[config.mk]
export PLATFORM = sky130hd
export DESIGN_NAME = mdu_iter
export DESIGN_NICKNAME = d
export VERILOG_FILES = /design/src/rtl/mdu_iter_pkg.sv /design/src/rtl/mdu_iter_div_step.sv /design/src/rtl/mdu_iter.sv
export SDC_FILE = /design/constraint.sdc
export NUM_CORES = 2
export LEC_CHECK = 0
export ABC_AREA = 1
export BUFFER_PORTS_ARGS = -buffer_cell sky130_fd_sc_hd__buf_2
export CAP_MARGIN = 10
export CORE_MARGIN = 3
export CORE_UTILIZATION = 35
export CTS_CLUSTER_SIZE = 16
export DETAILED_ROUTE_END_ITERATION = 10
export GPL_ROUTABILITY_DRIVEN = 0
export PLACE_DENSITY_LB_ADDON = 0.15
export SYNTH_ARGS = -nofsm -noshare
export SYNTH_HDL_FRONTEND = slang
export SYNTH_HIERARCHICAL = 1
export SYNTH_SLANG_ARGS = --single-unit
[constraint.sdc]
create_clock -name i_clk -period 5.19 [get_ports i_clk]
set_input_delay 0.7785 -clock i_clk [delete_from_list [all_inputs] [get_ports i_clk]]
set_output_delay 0.7785 -clock i_clk [all_outputs]
set_load 0.03 [all_outputs]
[src/rtl/mdu_iter_pkg.sv]
// Shared definitions for the iterative RV64M multiply/divide unit.
// Contents: op-code width and codes, FSM state encoding, and op-classification helpers.
// Latency/backpressure: not applicable (types and pure functions only).
package mdu_iter_pkg;

   localparam int MDU_OPT_WIDTH = 3;

   typedef enum logic [MDU_OPT_WIDTH-1:0] {
      MDU_MUL    = 3'd0,
      MDU_MULH   = 3'd1,
      MDU_MULHSU = 3'd2,
      MDU_MULHU  = 3'd3,
      MDU_DIV    = 3'd4,
      MDU_DIVU   = 3'd5,
      MDU_REM    = 3'd6,
      MDU_REMU   = 3'd7
   } mdu_op_e;

   typedef enum logic [1:0] {
      MDU_IDLE = 2'd0,
      MDU_CALC = 2'd1,
      MDU_DONE = 2'd2
   } mdu_state_e;

   // MUL is treated as signed on both sides; its low product bits do not
   // depend on signedness, and this keeps the word variant sign-extending.
   function automatic logic mdu_src1_signed(input mdu_op_e op);
      return op inside {MDU_MUL, MDU_MULH, MDU_MULHSU, MDU_DIV, MDU_REM};
   endfunction

   function automatic logic mdu_src2_signed(input mdu_op_e op);
      return op inside {MDU_MUL, MDU_MULH, MDU_DIV, MDU_REM};
   endfunction

   function automatic logic mdu_is_div(input mdu_op_e op);
      return op inside {MDU_DIV, MDU_DIVU, MDU_REM, MDU_REMU};
   endfunction

   function automatic logic mdu_is_rem(input mdu_op_e op);
      return op inside {MDU_REM, MDU_REMU};
   endfunction

   function automatic logic mdu_is_mulh(input mdu_op_e op);
      return op inside {MDU_MULH, MDU_MULHSU, MDU_MULHU};
   endfunction

endpackage

[src/rtl/mdu_iter_div_step.sv]
// One restoring-division step: shift in the next dividend bit, trial-subtract the divisor.
// Ports: i_rem partial remainder, i_bit next dividend bit, i_dsr divisor magnitude -> o_rem, o_qbit.
// Latency: combinational; backpressure: none.
module mdu_div_step #(
   parameter int WIDTH = 64
) (
   input  logic [WIDTH:0]   i_rem,
   input  logic             i_bit,
   input  logic [WIDTH-1:0] i_dsr,
   output logic [WIDTH:0]   o_rem,
   output logic             o_qbit
);

   logic [WIDTH:0]   w_shift;
   logic [WIDTH+1:0] w_diff;

   // The partial remainder is always below the divisor, so the shifted
   // value fits in WIDTH+1 bits; the extra diff bit is the borrow.
   assign w_shift = {i_rem[WIDTH-1:0], i_bit};
   assign w_diff  = {1'b0, w_shift} - {2'b00, i_dsr};

   // i_rem[WIDTH] is never set by a restoring divider; if it were, the
   // shifted value would certainly exceed the divisor.
   assign o_qbit = i_rem[WIDTH] | ~w_diff[WIDTH+1];
   assign o_rem  = o_qbit ? w_diff[WIDTH:0] : w_shift;

endmodule

[src/rtl/mdu_iter.sv]
// Iterative RV64M multiply/divide unit: one product/quotient bit per cycle, with *W variants.
// Ports: i_valid/o_ready request (i_opt, i_word, i_src1, i_src2); o_valid/i_ready result (o_res); i_flush abort; o_busy.
// Latency N+1 cycles from accept (N = HALF for word ops, else WIDTH), 1 cycle for div-by-zero/overflow; result held until i_ready.
module mdu_iter
   import mdu_iter_pkg::*;
#(
   parameter int WIDTH     = 64,
   parameter int HALF      = WIDTH / 2,
   parameter int OPT_WIDTH = MDU_OPT_WIDTH
) (
   input  logic                 i_clk,
   input  logic                 i_rst,
   input  logic                 i_flush,
   input  logic                 i_valid,
   output logic                 o_ready,
   input  logic [OPT_WIDTH-1:0] i_opt,
   input  logic                 i_word,
   input  logic [WIDTH-1:0]     i_src1,
   input  logic [WIDTH-1:0]     i_src2,
   output logic                 o_valid,
   input  logic                 i_ready,
   output logic [WIDTH-1:0]     o_res,
   output logic                 o_busy
);

   localparam int CW = $clog2(WIDTH + 1);

   // state and datapath registers
   mdu_state_e         r_state;
   mdu_op_e            r_op;
   logic               r_word;
   logic               r_neg1;
   logic               r_neg2;
   logic [CW-1:0]      r_cnt;
   logic [2*WIDTH-1:0] r_acc;
   logic [2*WIDTH-1:0] r_mcand;
   logic [WIDTH-1:0]   r_opa;     // multiplier (shifts right) or dividend/quotient (shifts left)
   logic [WIDTH-1:0]   r_dsr;
   logic [WIDTH:0]     r_rem;
   logic [WIDTH-1:0]   r_res;

   // accept-side decode
   mdu_state_e         w_state_nxt;
   mdu_op_e            w_op;
   logic               w_word;
   logic [WIDTH-1:0]   w_ext1;
   logic [WIDTH-1:0]   w_ext2;
   logic               w_neg1;
   logic               w_neg2;
   logic [WIDTH-1:0]   w_mag1;
   logic [WIDTH-1:0]   w_mag2;
   logic [WIDTH-1:0]   w_min_neg;
   logic               w_div_zero;
   logic               w_div_ovf;
   logic [WIDTH-1:0]   w_spec;
   logic [WIDTH-1:0]   w_spec_res;

   // iteration and result
   logic               w_accept;
   logic               w_step;
   logic               w_last;
   logic [WIDTH:0]     w_rem_nxt;
   logic               w_qbit;
   logic [2*WIDTH-1:0] w_acc_nxt;
   logic [WIDTH-1:0]   w_opa_nxt;
   logic [2*WIDTH-1:0] w_prod;
   logic [WIDTH-1:0]   w_quo;
   logic [WIDTH-1:0]   w_rmd;
   logic [WIDTH-1:0]   w_sel;
   logic [WIDTH-1:0]   w_fin_res;

   // Operand preparation: word extension, sign detection, magnitudes and
   // the two division special cases, all evaluated at the effective width.
   always_comb begin
      w_op   = mdu_op_e'(i_opt);
      w_word = i_word && !mdu_is_mulh(w_op);
      w_ext1 = i_src1;
      w_ext2 = i_src2;
      if (w_word) begin
         w_ext1 = {{(WIDTH-HALF){mdu_src1_signed(w_op) & i_src1[HALF-1]}}, i_src1[HALF-1:0]};
         w_ext2 = {{(WIDTH-HALF){mdu_src2_signed(w_op) & i_src2[HALF-1]}}, i_src2[HALF-1:0]};
      end
      w_neg1 = mdu_src1_signed(w_op) & w_ext1[WIDTH-1];
      w_neg2 = mdu_src2_signed(w_op) & w_ext2[WIDTH-1];
      w_mag1 = w_neg1 ? -w_ext1 : w_ext1;
      w_mag2 = w_neg2 ? -w_ext2 : w_ext2;

      // most-negative value of the effective width, as seen after sign extension
      w_min_neg = w_word ? {{(WIDTH-HALF+1){1'b1}}, {(HALF-1){1'b0}}}
                         : {1'b1, {(WIDTH-1){1'b0}}};
      w_div_zero = mdu_is_div(w_op) && (w_ext2 == '0);
      w_div_ovf  = (w_op == MDU_DIV || w_op == MDU_REM)
                && (w_ext1 == w_min_neg) && (w_ext2 == '1);

      if (w_div_zero) begin
         w_spec = mdu_is_rem(w_op) ? w_ext1 : '1;
      end else begin
         w_spec = mdu_is_rem(w_op) ? '0 : w_ext1;
      end
      w_spec_res = w_word ? {{(WIDTH-HALF){w_spec[HALF-1]}}, w_spec[HALF-1:0]} : w_spec;
   end

   mdu_div_step #(
      .WIDTH (WIDTH)
   ) u_div_step (
      .i_rem  (r_rem),
      .i_bit  (r_opa[WIDTH-1]),
      .i_dsr  (r_dsr),
      .o_rem  (w_rem_nxt),
      .o_qbit (w_qbit)
   );

   // One iteration, plus sign correction applied to the post-step values so
   // the final step and the result write share the same edge.
   always_comb begin
      w_acc_nxt = r_opa[0] ? (r_acc + r_mcand) : r_acc;
      w_opa_nxt = mdu_is_div(r_op) ? {r_opa[WIDTH-2:0], w_qbit}
                                   : {1'b0, r_opa[WIDTH-1:1]};
      w_prod = (r_neg1 ^ r_neg2) ? -w_acc_nxt : w_acc_nxt;
      w_quo  = (r_neg1 ^ r_neg2) ? -w_opa_nxt : w_opa_nxt;
      w_rmd  = r_neg1 ? -w_rem_nxt[WIDTH-1:0] : w_rem_nxt[WIDTH-1:0];

      case (r_op)
         MDU_MUL:                        w_sel = w_prod[WIDTH-1:0];
         MDU_MULH, MDU_MULHSU, MDU_MULHU: w_sel = w_prod[2*WIDTH-1:WIDTH];
         MDU_DIV, MDU_DIVU:              w_sel = w_quo;
         MDU_REM, MDU_REMU:              w_sel = w_rmd;
         default:                        w_sel = w_prod[WIDTH-1:0];
      endcase
      w_fin_res = r_word ? {{(WIDTH-HALF){w_sel[HALF-1]}}, w_sel[HALF-1:0]} : w_sel;
   end

   // FSM next state; flush overrides every other transition.
   always_comb begin
      w_state_nxt = r_state;
      w_accept    = 1'b0;
      w_step      = 1'b0;
      w_last      = 1'b0;
      case (r_state)
         MDU_IDLE: begin
            if (i_valid) begin
               w_accept    = 1'b1;
               w_state_nxt = (w_div_zero || w_div_ovf) ? MDU_DONE : MDU_CALC;
            end
         end
         MDU_CALC: begin
            w_step = (r_cnt != '0);
            w_last = (r_cnt == CW'(1));
            if (r_cnt <= CW'(1)) begin
               w_state_nxt = MDU_DONE;
            end
         end
         MDU_DONE: begin
            if (i_ready) begin
               w_state_nxt = MDU_IDLE;
            end
         end
         default: w_state_nxt = MDU_IDLE;
      endcase
      if (i_flush) begin
         w_state_nxt = MDU_IDLE;
         w_accept    = 1'b0;
         w_step      = 1'b0;
         w_last      = 1'b0;
      end
   end

   always_ff @(posedge i_clk) begin
      if (i_rst) begin
         r_state <= MDU_IDLE;
      end else begin
         r_state <= w_state_nxt;
      end
   end

   always_ff @(posedge i_clk) begin
      if (i_rst) begin
         r_op    <= MDU_MUL;
         r_word  <= 1'b0;
         r_neg1  <= 1'b0;
         r_neg2  <= 1'b0;
         r_cnt   <= '0;
         r_acc   <= '0;
         r_mcand <= '0;
         r_opa   <= '0;
         r_dsr   <= '0;
         r_rem   <= '0;
         r_res   <= '0;
      end else if (w_accept) begin
         r_op    <= w_op;
         r_word  <= w_word;
         r_neg1  <= w_neg1;
         r_neg2  <= w_neg2;
         r_cnt   <= w_word ? CW'(HALF) : CW'(WIDTH);
         r_acc   <= '0;
         r_rem   <= '0;
         r_mcand <= {{WIDTH{1'b0}}, w_mag1};
         r_dsr   <= w_mag2;
         if (mdu_is_div(w_op)) begin
            // word dividends are pre-aligned so the first step sees their MSB
            r_opa <= w_word ? (w_mag1 << HALF) : w_mag1;
         end else begin
            r_opa <= w_mag2;
         end
         if (w_div_zero || w_div_ovf) begin
            r_res <= w_spec_res;
         end
      end else if (w_step) begin
         r_cnt <= r_cnt - 1'b1;
         r_opa <= w_opa_nxt;
         if (mdu_is_div(r_op)) begin
            r_rem <= w_rem_nxt;
         end else begin
            r_acc   <= w_acc_nxt;
            r_mcand <= r_mcand << 1;
         end
         if (w_last) begin
            r_res <= w_fin_res;
         end
      end
   end

   assign o_ready = (r_state == MDU_IDLE);
   assign o_valid = (r_state == MDU_DONE);
   assign o_busy  = (r_state == MDU_CALC) || (r_state == MDU_DONE);
   assign o_res   = r_res;

endmodule
==> impl_metrics.json <==
{
  "setup_tns_ns": 0,
  "synth-main-ff-cell": "dfxtp_1",
  "power_density_nw_per_um2": 230,
  "cts_root_buffer": "clkbuf_16",
  "ys_seq_area_frac": 0.175,
  "critPathLaunchType": "flop",
  "end_kind": "flop",
  "vias": 77600,
  "max-cap-violations": 0,
  "yosys-top-cells-area": "nand2_1 24%, dfxtp_1 18%, inv_1 12%, nor2_1 7.3%, o21ai_0 6.5%",
  "drv_slew": 0,
  "die_w_um": 421,
  "nets": 12100,
  "clock_latency_ns": 0.75,
  "rows": 151,
  "worstMarginPinSlew_ns": 1.32,
  "grt_use_met3": 0.0915,
  "wl_per_cell_um": 23.6,
  "hpwlAfterDp_mm": 270,
  "min_period_ns": 5.17,
  "skew_ns": 0.0571,
  "hold_path_class": "input port to flop",
  "drc": 0,
  "clockBufferDepth": 3,
  "path_max_fanout": 5,
  "grt_max_degree": 199,
  "dpl-instance-area_sq_um": 65200,
  "netlist_area_sq_um": 60300,
  "cts_made_buffers": 73,
  "grt_pass1_vias": 69100,
  "ir_drop_uv": 234,
  "wl_mm": 333,
  "setup_viol": 0,
  "syn_inst": 11500,
  "path_class": "flop to flop",
  "fp.dieH_um": 421,
  "required_ns": 5.80,
  "synth_common_cells": "3887 x nand2_1, 1986 x inv_1, 1168 x nor2_1",
  "drive_above_1_share": 0.0999,
  "syn_nets": 11900,
  "synth_largest_area_cell": "nand2_1",
  "arrival_ns": 5.78,
  "grt.overflow.total": 0,
  "drt_first_pass_iters": 7,
  "clock_sinks": 528,
  "areaGrowthSynthToFinish_pct": 14.5,
  "cts_hold_buf": 0,
  "syn_avg_cell_area_sq_um": 5.24,
  "grt_pass1_wl_mm": 469,
  "h-tree-depth": 3,
  "grt_use_total": 0.354,
  "cts_tree": "done",
  "via_per_inst": 5.51,
  "die_area_sq_um": 177000,
  "dr.first_iter.drc_count": 10800,
  "start_util": 0.354,
  "use_met2": 0.509,
  "io_buffers": 203,
  "core_area_sq_um": 170000,
  "hold_violations": 0,
  "period_share": 0.996,
  "outcome": "finished clean",
  "synth_top_area_frac": 0.242,
  "synthDistinctLibCells": 66,
  "grt_busiest_layer": "met2",
  "power_mw": 15.9,
  "fmaxAchievable_mhz": 193,
  "gr-usage-met1": 0.462,
  "ys_ff_latch": 528,
  "synth-warning-count": 6,
  "synth_most_common_cell": "nand2_1",
  "path_clk_slew_ns": 0.07,
  "design_area_sq_um": 69100,
  "synth_edf_count": 0,
  "async_flop_share": 0,
  "fillers": 19400,
  "p_leak_nw": 37.1,
  "antenna_found_initial": 19,
  "pin_count": 204,
  "ant_nets": 0,
  "maxSlewHeadroom": 0.110
}
## power breakdown
group	switching (mW)	internal, mW
Combinational	4.29	1.72
Sequential	0.188	4.19
Clock	2.35	3.17
Total	6.82	9.08
## state kept, by name, summed over array words and instances, names as in the netlist
name / cells
r_acc: 128
r_mcand: 128
r_rem: 65
o_res: 64
r_dsr: 64
r_opa: 64
r_cnt: 7
r_op: 3
r_state: 2
r_neg1: 1
r_neg2: 1
r_word: 1
## placed cells by master (no fill, tap or decap), drive strengths merged, types with 42 or more instances in the layout
cell type,instances
buf,552
a21oi,588
ha,203
o211ai,100
nor2,1224
or2,61
a31oi,95
nor3,110
o21ai,828
xor2,172
dfxtp,528
nand4,120
nand2,3936
o22ai,68
inv,2032
clkbuf,92
nand3,796
nor4,42
## timing repair
| action | in CTS | in global routing |
|---|---|---|
| pin swaps | 0 | 49 |
| setup endpoints to repair | 9 | 59 |
| setup buffers | 0 | 16 |
| gates resized for setup | 8 | 267 |
| cloned | 0 | 1 |
## metal layers
metal  share of wire  wire length, um
met2            0.40           133000
met1            0.40           132000
met3            0.12            40700
met4           0.081            27100
met5         0.00014               46
## metrics by stage
step | setup slack, ns | hold WS [ns] | std cells | utilization
global route | -0.0939 | 0.361 | 14100 | 0.405
CTS | 0.00883 | 0.319 | 14100 | 0.398
detailed placement | -0.0895 | 0.445 | 13900 | 0.383
global placement | -0.106 | 0.438 | 13900 | 0.383
finish | 0.0216 | 0.362 | 14100 | 0.405
floorplan | 0.939 | 0.426 | 11500 | -
## layout make-up
class                   instances  area (sq um)  share of cell area
diodes                          8          20.0            0.000290
clock inverters                39           546             0.00789
multi-input cells            8540         41500               0.601
flip-flops and latches        528         10600               0.153
clock buffers                  92          2000              0.0289
inverters                    2042          7680               0.111
well taps                    2295          2870              0.0416
repair buffers                552          3830              0.0555
## worst max-delay path, stage by stage (launching register included)
cell and delay [ns]:
dfxtp_1 0.45, ha_1 0.48, nand2_1 0.19, nor2_2 0.30
nand2_1 0.14, nor3_1 0.36, nand3_1 0.27, nand3_2 0.26
nand2_1 0.19, nand3_1 0.14, nand3_1 0.09, nand2_1 0.34
nand2_1 0.13, inv_1 0.08, nand2_1 0.07, nor2_1 0.15
nand2_1 0.12, nor2_1 0.16, nand3_1 0.14, nand2_1 0.14
nand2_1 0.07, nand3_1 0.21, nand2_1 0.09, nand3_1 0.08
nand2_1 0.21, nand2_1 0.13, a21oi_2 0.05
## kinds of logic after synthesis
logic type      share of synthesized area
simple gates                        0.434
buf+inv                             0.156
compound gates                      0.162
flops                               0.175
xor+xnor                           0.0299
fa+ha+maj                          0.0428
## final timing paths
kind	start	endpoint	slack (ns)	cells after the start
worst max register to register	r_mcand[23]	o_res[33]	0.02	26
worst max-delay path	r_mcand[23]	o_res[33]	0.02	26
worst min-delay path	i_opt[1]	r_op[1]	0.36	3
worst min register to register	r_dsr[48]	r_dsr[48]	0.46	2
(Power assumes the default switching activity.)
